`src/rtl/rv_plic_core_pkg.sv`:
```
// Shared types and helpers for the PLIC gateway/arbitration core.
package rv_plic_core_pkg;

    typedef enum logic [1:0] {
        IDLE = 2'd0,
        PEND = 2'd1,
        SERV = 2'd2
    } gw_state_e;

    // Higher priority wins; equal priority goes to the lower ID.
    function automatic logic prio_beats(input int unsigned cand_prio,
                                        input int unsigned cand_id,
                                        input int unsigned best_prio,
                                        input int unsigned best_id);
        return (cand_prio > best_prio) ||
               ((cand_prio == best_prio) && (cand_id < best_id));
    endfunction

endpackage

```
`src/rtl/rv_plic_core_gateway.sv`:
```
// Single-source interrupt gateway: IDLE/PEND/SERV FSM with a saturating
// edge-event counter and a sticky overflow flag.
module rv_plic_core_gateway
    import rv_plic_core_pkg::*;
#(
    parameter int unsigned EDGE_CNTW = 2
) (
    input  logic clk_i,
    input  logic rst_ni,
    input  logic src_i,
    input  logic le_i,
    input  logic claim_i,
    input  logic complete_i,
    input  logic ovf_clr_i,
    output logic ip_o,
    output logic ovf_o
);

    gw_state_e              state_q, state_d;
    logic [EDGE_CNTW-1:0]   cnt_q, cnt_d;
    logic                   ovf_q, ovf_d;
    logic                   src_q;
    logic                   ip_q;
    logic                   rise;
    logic                   take;

    always_comb begin
        state_d = state_q;
        cnt_d   = cnt_q;
        ovf_d   = ovf_q & ~ovf_clr_i;
        rise    = src_i & ~src_q;
        take    = 1'b0;
        case (state_q)
            IDLE: if (le_i ? (cnt_q != '0) : src_i) begin
                state_d = PEND;
                take    = le_i;
            end
            PEND: if (claim_i) state_d = SERV;
            SERV: if (complete_i) state_d = IDLE;
            default: state_d = IDLE;
        endcase
        // A simultaneous edge and dequeue cancel out; overflow only on a net increment.
        if (!le_i) begin
            cnt_d = '0;
        end else if (rise && !take) begin
            if (cnt_q == '1) ovf_d = 1'b1;
            else             cnt_d = cnt_q + EDGE_CNTW'(1);
        end else if (take && !rise) begin
            cnt_d = cnt_q - EDGE_CNTW'(1);
        end
    end

    always_ff @(posedge clk_i or negedge rst_ni) begin
        if (!rst_ni) begin
            state_q <= IDLE;
            cnt_q   <= '0;
            ovf_q   <= 1'b0;
            src_q   <= 1'b0;
            ip_q    <= 1'b0;
        end else begin
            state_q <= state_d;
            cnt_q   <= cnt_d;
            ovf_q   <= ovf_d;
            src_q   <= src_i;
            ip_q    <= (state_d == PEND);
        end
    end

    assign ip_o  = ip_q;
    assign ovf_o = ovf_q;

endmodule

```
`src/rtl/rv_plic_core.sv`:
```
// PLIC core: per-source gateways plus per-target max-priority arbitration.
// Source ID k (1..N_SOURCE) lives at bit k-1 of every per-source vector.
module rv_plic_core
    import rv_plic_core_pkg::*;
#(
    parameter int unsigned N_SOURCE  = 32,
    parameter int unsigned N_TARGET  = 2,
    parameter int unsigned MAX_PRIO  = 7,
    parameter int unsigned EDGE_CNTW = 2,
    parameter int unsigned SRCW      = $clog2(N_SOURCE + 1),
    parameter int unsigned PRIOW     = $clog2(MAX_PRIO + 1)
) (
    input  logic                       clk_i,
    input  logic                       rst_ni,
    input  logic [N_SOURCE-1:0]        intr_src_i,
    input  logic [N_SOURCE-1:0]        le_i,
    input  logic [N_SOURCE*PRIOW-1:0]  prio_i,
    input  logic [N_TARGET*N_SOURCE-1:0] ie_i,
    input  logic [N_TARGET*PRIOW-1:0]  threshold_i,
    input  logic [N_TARGET-1:0]        claim_i,
    input  logic [N_TARGET-1:0]        complete_i,
    input  logic [N_TARGET*SRCW-1:0]   complete_id_i,
    input  logic [N_SOURCE-1:0]        ovf_clr_i,
    output logic [N_SOURCE-1:0]        ip_o,
    output logic [N_SOURCE-1:0]        ovf_o,
    output logic [N_TARGET-1:0]        irq_o,
    output logic [N_TARGET*SRCW-1:0]   irq_id_o
);

    logic [N_SOURCE-1:0] claim;
    logic [N_SOURCE-1:0] complete;

    // Out-of-range or zero IDs never match any source, so they drop out here.
    always_comb begin
        claim    = '0;
        complete = '0;
        for (int unsigned t = 0; t < N_TARGET; t++) begin
            for (int unsigned s = 0; s < N_SOURCE; s++) begin
                if (claim_i[t] && (irq_id_o[t*SRCW +: SRCW] == SRCW'(s + 1)))
                    claim[s] = 1'b1;
                if (complete_i[t] && (complete_id_i[t*SRCW +: SRCW] == SRCW'(s + 1)))
                    complete[s] = 1'b1;
            end
        end
    end

    for (genvar s = 0; s < N_SOURCE; s++) begin : g_gw
        rv_plic_core_gateway #(
            .EDGE_CNTW (EDGE_CNTW)
        ) u_gw (
            .clk_i      (clk_i),
            .rst_ni     (rst_ni),
            .src_i      (intr_src_i[s]),
            .le_i       (le_i[s]),
            .claim_i    (claim[s]),
            .complete_i (complete[s]),
            .ovf_clr_i  (ovf_clr_i[s]),
            .ip_o       (ip_o[s]),
            .ovf_o      (ovf_o[s])
        );
    end

    for (genvar t = 0; t < N_TARGET; t++) begin : g_tgt
        logic [PRIOW-1:0] best_prio;
        logic [SRCW-1:0]  best_id;
        logic             irq_q;
        logic [SRCW-1:0]  irq_id_q;

        always_comb begin
            best_prio = '0;
            best_id   = '0;
            for (int unsigned s = 0; s < N_SOURCE; s++) begin
                if (ip_o[s] && ie_i[t*N_SOURCE + s] &&
                    (prio_i[s*PRIOW +: PRIOW] != '0) &&
                    prio_beats(32'(prio_i[s*PRIOW +: PRIOW]), s + 1,
                               32'(best_prio), 32'(best_id))) begin
                    best_prio = prio_i[s*PRIOW +: PRIOW];
                    best_id   = SRCW'(s + 1);
                end
            end
        end

        always_ff @(posedge clk_i or negedge rst_ni) begin
            if (!rst_ni) begin
                irq_q    <= 1'b0;
                irq_id_q <= '0;
            end else begin
                irq_q    <= (best_prio > threshold_i[t*PRIOW +: PRIOW]);
                irq_id_q <= best_id;
            end
        end

        assign irq_o[t]                  = irq_q;
        assign irq_id_o[t*SRCW +: SRCW]  = irq_id_q;
    end

endmodule

```
`config.mk`:
```
export PLATFORM = sky130hd
export DESIGN_NAME = rv_plic_core
export DESIGN_NICKNAME = d
export VERILOG_FILES = /design/src/rtl/rv_plic_core_pkg.sv /design/src/rtl/rv_plic_core_gateway.sv /design/src/rtl/rv_plic_core.sv
export SDC_FILE = /design/constraint.sdc
export NUM_CORES = 1
export LEC_CHECK = 0
export BUFFER_PORTS_ARGS = -buffer_cell sky130_fd_sc_hd__buf_2
export CAP_MARGIN = 20
export CORE_MARGIN = 2
export CORE_UTILIZATION = 59
export DETAILED_ROUTE_END_ITERATION = 8
export GPL_TIMING_DRIVEN = 0
export PLACE_DENSITY_LB_ADDON = 0.08
export REMOVE_ABC_BUFFERS = 1
export SLEW_MARGIN = 20
export SYNTH_ARGS = -nofsm -noshare
export SYNTH_HDL_FRONTEND = slang
export SYNTH_HIERARCHICAL = 1
export SYNTH_SLANG_ARGS = --single-unit
```
`constraint.sdc`:
```
create_clock -name clk_i -period 56.5 [get_ports clk_i]
set_clock_uncertainty 0.15 [all_clocks]
set_input_delay 14.125 -clock clk_i [delete_from_list [all_inputs] [get_ports clk_i]]
set_output_delay 14.125 -clock clk_i [all_outputs]
set_load 0.01 [all_outputs]
```
==> summary.md, run 1 <==
| Metric | Value |
|---|---|
| Die height | `202 um` |
| Vias in the first global route | `21826` |
| Initial antenna violation count | `25` |
| Crit path from | `ie_i[32]` |
| Post-synth EDFFs | `0` |
| Share of layout cells above drive strength 1 | `0.299` |
| Dpl hpwl | `55300 um` |
| DRC | `0` |
| P&R area growth vs syn | `21.5%` |
| CTS tree | `done` |
| IO Port Bufs | `357` |
| Utilization after layout | `0.726` |
| First-pass GRT wire length | `110000 um` |
| Root buffer selected by CTS | `clkbuf_16` |
| Synth warnings | `6` |
| Hold Buf Count CTS | `0` |
| Peak per-stage delay on the critical path | `0.57 ns` |
| CTS max path bufs | `3` |
| Clk pin slew, worst setup/hold paths | `0.06 ns` |
| Finished Layout Cells | `3792` |
| Setup CP Type | `primary input to flip-flop` |
| First drt pass iteration count | `8` |
| Final wirelength | `72000 um` |
| Max Slew Vio Count | `0` |
| Synth Area in Adders | `0.0756` |
| Post-synth ARST share | `1.00` |
| Worst Hold Class | `flip-flop to flip-flop` |
| Synth unique cells | `145` |
| CP arrival | `55.42 ns` |
| IO Pins | `358` |
| Worst hold margin | `0.366 ns` |
| # setup viols final | `0` |
| Die width | `202 um` |
| CP endpoint kind | `flip-flop` |
| Max_slew headroom | `0.440` |
| Mapped Area | `23000 um2` |
| Via count | `23703` |
| Endpoints failing hold | `0` |
| Fin crit share | `0.976` |
| RR Startpoint | `g_gw[0].u_gw/ip_o$_DFF_PN0_` |
| Crit Path Max Fanout | `7` |
| Crit-path slowest cell | `or4_4` |
| Initial Util | `0.597` |
| End of the worst register-to-register path | `g_tgt[1].irq_q$_DFF_PN0_` |
| Pin count of the biggest net entering global routing | `102` |
| Max Freq | `0.0181 GHz` |
| GRT overflow | `0` |
| Mean Syn Cell Area | `8.22 um2` |
| Register area share after synthesis | `0.259` |
| # clock sinks | `238` |
| Setup crit end | `g_tgt[1].irq_q$_DFF_PN0_` |
| # placed instances | `3635` |
| Slew @ Worst Pin | `0.833 ns` |
| Cts bufs inserted | `26` |
| R2r setup slk | `14.47 ns` |
| Antenna-violating nets left | `0` |
| Fin crit period | `55.17 ns` |
| R2R cell count | `210` |
| Status | `completed` |
| Nets | `3646` |
| Worst setup SP type | `primary input` |
| Most used cell, CP | `ha_1` |
| WP data required | `56.75 ns` |
| Rows | `72` |
| XOR/XNOR Fraction of Synth Area | `0.00533` |
| Placement Setup Slack | `-4.58 ns` |
| Simple-gate share of the synthesized area | `0.263` |
| Seq cells post-synth | `238` |
| WL per Instance | `19.0 um` |
| Main combinational cell family by area after synthesis | `compound AO/OA/AOI/OAI gates` |
| Setup ws final | `1.33 ns` |
| Routability cong. | `0.967` |
| Proportion of synthesized area in mux cells | `0.0508` |
| Post-synthesis compound-gate area fraction | `0.288` |
| Total core area | `38600 um2` |
| H-tree lvl count | `1` |
| Post-synth top flop | `dfrtp_1` |
| Synth Instances | `2801` |
| Worst skew pair latency | `0.53 ns` |
| Drt initial violations | `1664` |
| Total GRT Usage | `0.326` |
| Max Cap Violations | `0` |
| DIE AREA | `40600 um2` |
| DR vias/cell | `6.25` |
timing repair:
action	CTS	global route
gates resized for setup	59	199
pin swaps	16	80
endpoints found under the setup margin	14	14
setup buffers	21	72
state kept, by name, summed over array words and instances (netlist names):
register and count:
g_gw.u_gw/src_q 32, g_tgt.irq_id_q 12, g_gw.u_gw/state_q 64, g_gw.u_gw/ovf_o 32, g_gw.u_gw/ip_o 32, g_tgt.irq_q 2
g_gw.u_gw/cnt_q 64
cells by family after synthesis:
family / Yosys count
fa+ha+maj: 142
buf+inv: 288
flops: 238
mux: 102
compound gates: 936
simple gates: 1081
xor+xnor: 14
synthesized netlist by cell type, drive strengths merged (16+ instances only):
library cell	count	area share
a21boi	17	0.0059
a21o	58	0.019
a21oi	140	0.033
a31oi	68	0.019
and2	28	0.0084
and2b	34	0.013
and3	48	0.015
clkbuf	28	0.011
dfrtp	238	0.26
ha	128	0.070
inv	243	0.040
mux2	68	0.035
mux2i	34	0.015
nand2	271	0.045
nand2b	110	0.030
nand3	129	0.028
nand3b	16	0.0058
nor2	163	0.027
nor2b	19	0.0052
nor3	30	0.0070
nor3b	44	0.015
o211a	39	0.017
o211ai	28	0.0098
o21a	45	0.015
o21ai	218	0.050
o22ai	133	0.036
o311ai	16	0.0072
o31a	16	0.0063
o31ai	16	0.0063
or2	56	0.015
or3	57	0.017
or4	37	0.018
critical path: cells and delay by family:
family	cells	cell delay (ns)
compound gates	64	11.25
simple gates	68	10.06
fa+ha+maj	38	9.90
mux	27	8.65
buf+inv	14	1.34
stage by stage:
stage | setup TNS (ns) | instance area, um2
final | 0 | 28000
after global routing | -0.998 | 28000
after CTS | 0 | 26400
after detailed placement | -45.49 | 25100
after global placement | -35.25 | 25000
after floorplan | 0 | 22600
routing by layer:
layer  up-vias  track usage  wire, um
li1      11333            -         -
met1     11330        0.431     30600
met2       875        0.542     33500
met3       155       0.0617      5480
met4        10       0.0995      2370
met5         -            0        67
final cells by class:
type	instances	area, um2
Tap cell	518	648
Sequential cell	238	5960
Fill cell	3111	10600
Clock buffer	40	774
Antenna cell	18	45.0
Inverter	245	920
Timing Repair Buffer	452	2560
Multi-Input combinational cell	2275	17000
Clock inverter	6	80.1
worst min-delay path by stage:
stage | from | end | slack (ns) | cells after the start
floorplan | g_gw[31].u_gw/state_q[0]$_DFF_PN0_ | g_gw[31].u_gw/state_q[1]$_DFF_PN0_ | 0.33 | 1
global placement | g_gw[16].u_gw/state_q[0]$_DFF_PN0_ | g_gw[16].u_gw/state_q[1]$_DFF_PN0_ | 0.35 | 1
detailed placement | g_gw[2].u_gw/state_q[0]$_DFF_PN0_ | g_gw[2].u_gw/state_q[1]$_DFF_PN0_ | 0.36 | 1
CTS | g_gw[12].u_gw/state_q[0]$_DFF_PN0_ | g_gw[12].u_gw/state_q[1]$_DFF_PN0_ | 0.37 | 1
global route | g_gw[5].u_gw/state_q[0]$_DFF_PN0_ | g_gw[5].u_gw/state_q[1]$_DFF_PN0_ | 0.38 | 1
finish | g_gw[7].u_gw/state_q[0]$_DFF_PN0_ | g_gw[7].u_gw/state_q[1]$_DFF_PN0_ | 0.37 | 1
cells in the final DEF, fill, tap and decap left out, drive strengths merged, types with 48 or more instances in the layout:
cell      n
a21o     58
a21oi   140
a31oi    68
and3     48
buf     451
dfrtp   238
ha      128
inv     243
mux2     68
nand2   271
nand2b  110
nand3   129
nor2    163
o21ai   218
o22ai   133
or2      56
or3      57
Power of run 1 is not shown: default switching activity piles up to over one toggle a cycle in this logic, so the estimate is an artifact.
==> inputs of run 2 (changes only) <==
CORE_MARGIN = default   (was 2)
==> summary.md, run 2 (synthesis gave the netlist of run 1 again) <==
| Metric | Value |
|---|---|
| Status | `completed (unchanged)` |
| Fin crit share | `0.977 (was 0.976)` |
| Endpoints failing hold | `0 (unchanged)` |
| Finished Layout Cells | `3781 (was 3792)` |
| Total core area | `38000 um2 (was 38600 um2)` |
| Worst setup SP type | `primary input (unchanged)` |
| Max Freq | `0.0181 GHz (about the same)` |
| Worst skew pair latency | `0.53 ns (about the same)` |
| IO Port Bufs | `357 (unchanged)` |
| DRC | `0 (unchanged)` |
| Most common cell after layout, fill and taps aside | `buf_2 (unchanged)` |
| Area post-placement | `25100 um2 (about the same)` |
| Fin crit period | `55.20 ns (was 55.17 ns)` |
| Max_slew headroom | `0.455 (was 0.440)` |
| Slew @ Worst Pin | `0.810 ns (was 0.833 ns)` |
| Die width | `200 um (was 202 um)` |
| Crit Path Max Fanout | `7 (unchanged)` |
| Vias in the first global route | `22083 (was 21826)` |
| Clk pin slew, worst setup/hold paths | `0.06 ns (about the same)` |
| Met2 Track Usage GR | `0.555 (was 0.542)` |
| H-tree lvl count | `1 (unchanged)` |
| Share of layout cells above drive strength 1 | `0.299 (about the same)` |
| Biggest regs | `g_gw.u_gw/cnt_q x64, g_gw.u_gw/state_q x64 (unchanged)` |
| RSZ-0062 raised after global routing | `true` |
| Die height | `200 um (was 202 um)` |
| Worst Hold Class | `flip-flop to flip-flop (unchanged)` |
| Pin count of the biggest net entering global routing | `101 (was 102)` |
| Via count | `23917 (was 23703)` |
| Routability cong. | `0.961 (was 0.967)` |
| DR vias/cell | `6.33 (was 6.25)` |
| Max Cap Violations | `0 (unchanged)` |
| CP endpoint kind | `flip-flop (unchanged)` |
| Root buffer selected by CTS | `clkbuf_16 (unchanged)` |
| Hold Crit Start | `g_gw[16].u_gw/state_q[0]$_DFF_PN0_ (was g_gw[7].u_gw/state_q[0]$_DFF_PN0_)` |
| # placed instances | `3628 (was 3635)` |
| Cts bufs inserted | `26 (unchanged)` |
| CTS max path bufs | `3 (unchanged)` |
| Most frequent cells in the layout | `355 x buf_2, 261 x nand2_1, 241 x inv_1, 238 x dfrtp_1, 170 x o21ai_0 (was 355 x buf_2, 257 x nand2_1, 241 x inv_1, 238 x dfrtp_1, 174 x o21ai_0)` |
| Max Slew Vio Count | `0 (unchanged)` |
| Peak per-stage delay on the critical path | `0.56 ns (was 0.57 ns)` |
| CTS tree | `done (unchanged)` |
| RR Startpoint | `g_gw[0].u_gw/ip_o$_DFF_PN0_ (unchanged)` |
| Hold Buf Count CTS | `0 (unchanged)` |
| Crit path from | `ie_i[32] (unchanged)` |
| Final wirelength | `72200 um (was 72000 um)` |
| First drt pass iteration count | `6 (was 8)` |
| Crit-path slowest cell | `or4_4 (unchanged)` |
| Global Route met1 Usage | `0.439 (was 0.431)` |
| Global routing usage on met3 | `0.0630 (was 0.0617)` |
| Nets | `3641 (was 3646)` |
| GRT overflow | `0 (unchanged)` |
| P&R area growth vs syn | `21.0% (was 21.5%)` |
| WL per Instance | `19.1 um (was 19.0 um)` |
| Rows | `71 (was 72)` |
| Drt initial violations | `1552 (was 1664)` |
| Setup_tns | `0 ns (unchanged)` |
| Antenna-violating nets left | `0 (unchanged)` |
| Dpl hpwl | `55000 um (was 55300 um)` |
| Most used cell, CP | `ha_1 (unchanged)` |
| Initial Util | `0.606 (was 0.597)` |
| Non-Filler Cell Area, Final | `27900 um2 (was 28000 um2)` |
| # clock sinks | `238 (unchanged)` |
| First-pass GRT wire length | `109000 um (was 110000 um)` |
| Setup CP Type | `primary input to flip-flop (unchanged)` |
| WP data required | `56.76 ns (was 56.75 ns)` |
| IO Pins | `358 (unchanged)` |
| Initial antenna violation count | `23 (was 25)` |
| Worst hold margin | `0.371 ns (was 0.366 ns)` |
| CP arrival | `55.47 ns (was 55.42 ns)` |
| DIE AREA | `39800 um2 (was 40600 um2)` |
| Total GRT Usage | `0.337 (was 0.326)` |
| GRT busiest layer | `met2 (unchanged)` |
| # setup viols final | `0 (unchanged)` |
run 2: changes by cell type in the layout (fill, tap and decap cells not counted), sizes merged:
cell	delta
buf	-5
clkinv	+1
clkbuf	-3
bufinv	-1
clkinvlp	+1
diode	+3
run 2: what timing repair did:
action | CTS | global route
hold endpoints to repair | 0 | 0
pin swaps | 16 | 76
gates resized for setup | 62 | 193
setup endpoints to repair | 14 | 14
setup buffers | 20 | 68
run 2: layer usage:
metal	part of all wire	vias to the layer above
li1	-	11337
met1	0.42	11434
met2	0.46	945
met3	0.082	187
met4	0.038	14
met5	0.0012	-
run 2: critical path, delay by kind of cell:
kind            cells  cell delay (ns)
compound gates     64            11.47
fa+ha+maj          39            10.35
simple gates       65             9.75
mux                27             8.52
buf+inv            12             1.15
run 2: cell type report:
cell class	instances	area, um2
Multi-Input combinational cell	2275	16900
Fill cell	2982	10200
Sequential cell	238	5960
Timing Repair Buffer	447	2510
Inverter	245	920
Clock buffer	37	763
Tap cell	511	639
Clock inverter	7	62.6
Antenna cell	21	52.6
run 2: path summary, 6_finish.rpt:
path | slack (ns) | end | cells after the start
hold / removal | 0.37 | g_gw[16].u_gw/state_q[1]$_DFF_PN0_ | 1
min in group asynchronous | 13.34 | g_gw[1].u_gw/src_q$_DFF_PN0_ | 1
max in group asynchronous | 42.02 | g_gw[17].u_gw/ovf_o$_DFF_PN0_ | 2
setup reg to reg | 14.37 | g_tgt[1].irq_q$_DFF_PN0_ | 206
hold reg to reg | 0.37 | g_gw[16].u_gw/state_q[1]$_DFF_PN0_ | 1
setup / recovery | 1.30 | g_tgt[1].irq_q$_DFF_PN0_ | 207
run 2: stage by stage:
step / util / setup slack (ns)
after floorplan: - / 1.46
after global placement: 0.658 / -3.57
after detailed placement: 0.659 / -4.40
after CTS: 0.693 / -0.0330
after global routing: 0.732 / -0.546
final: 0.733 / 1.30
Power of run 2 is left out for the same reason.
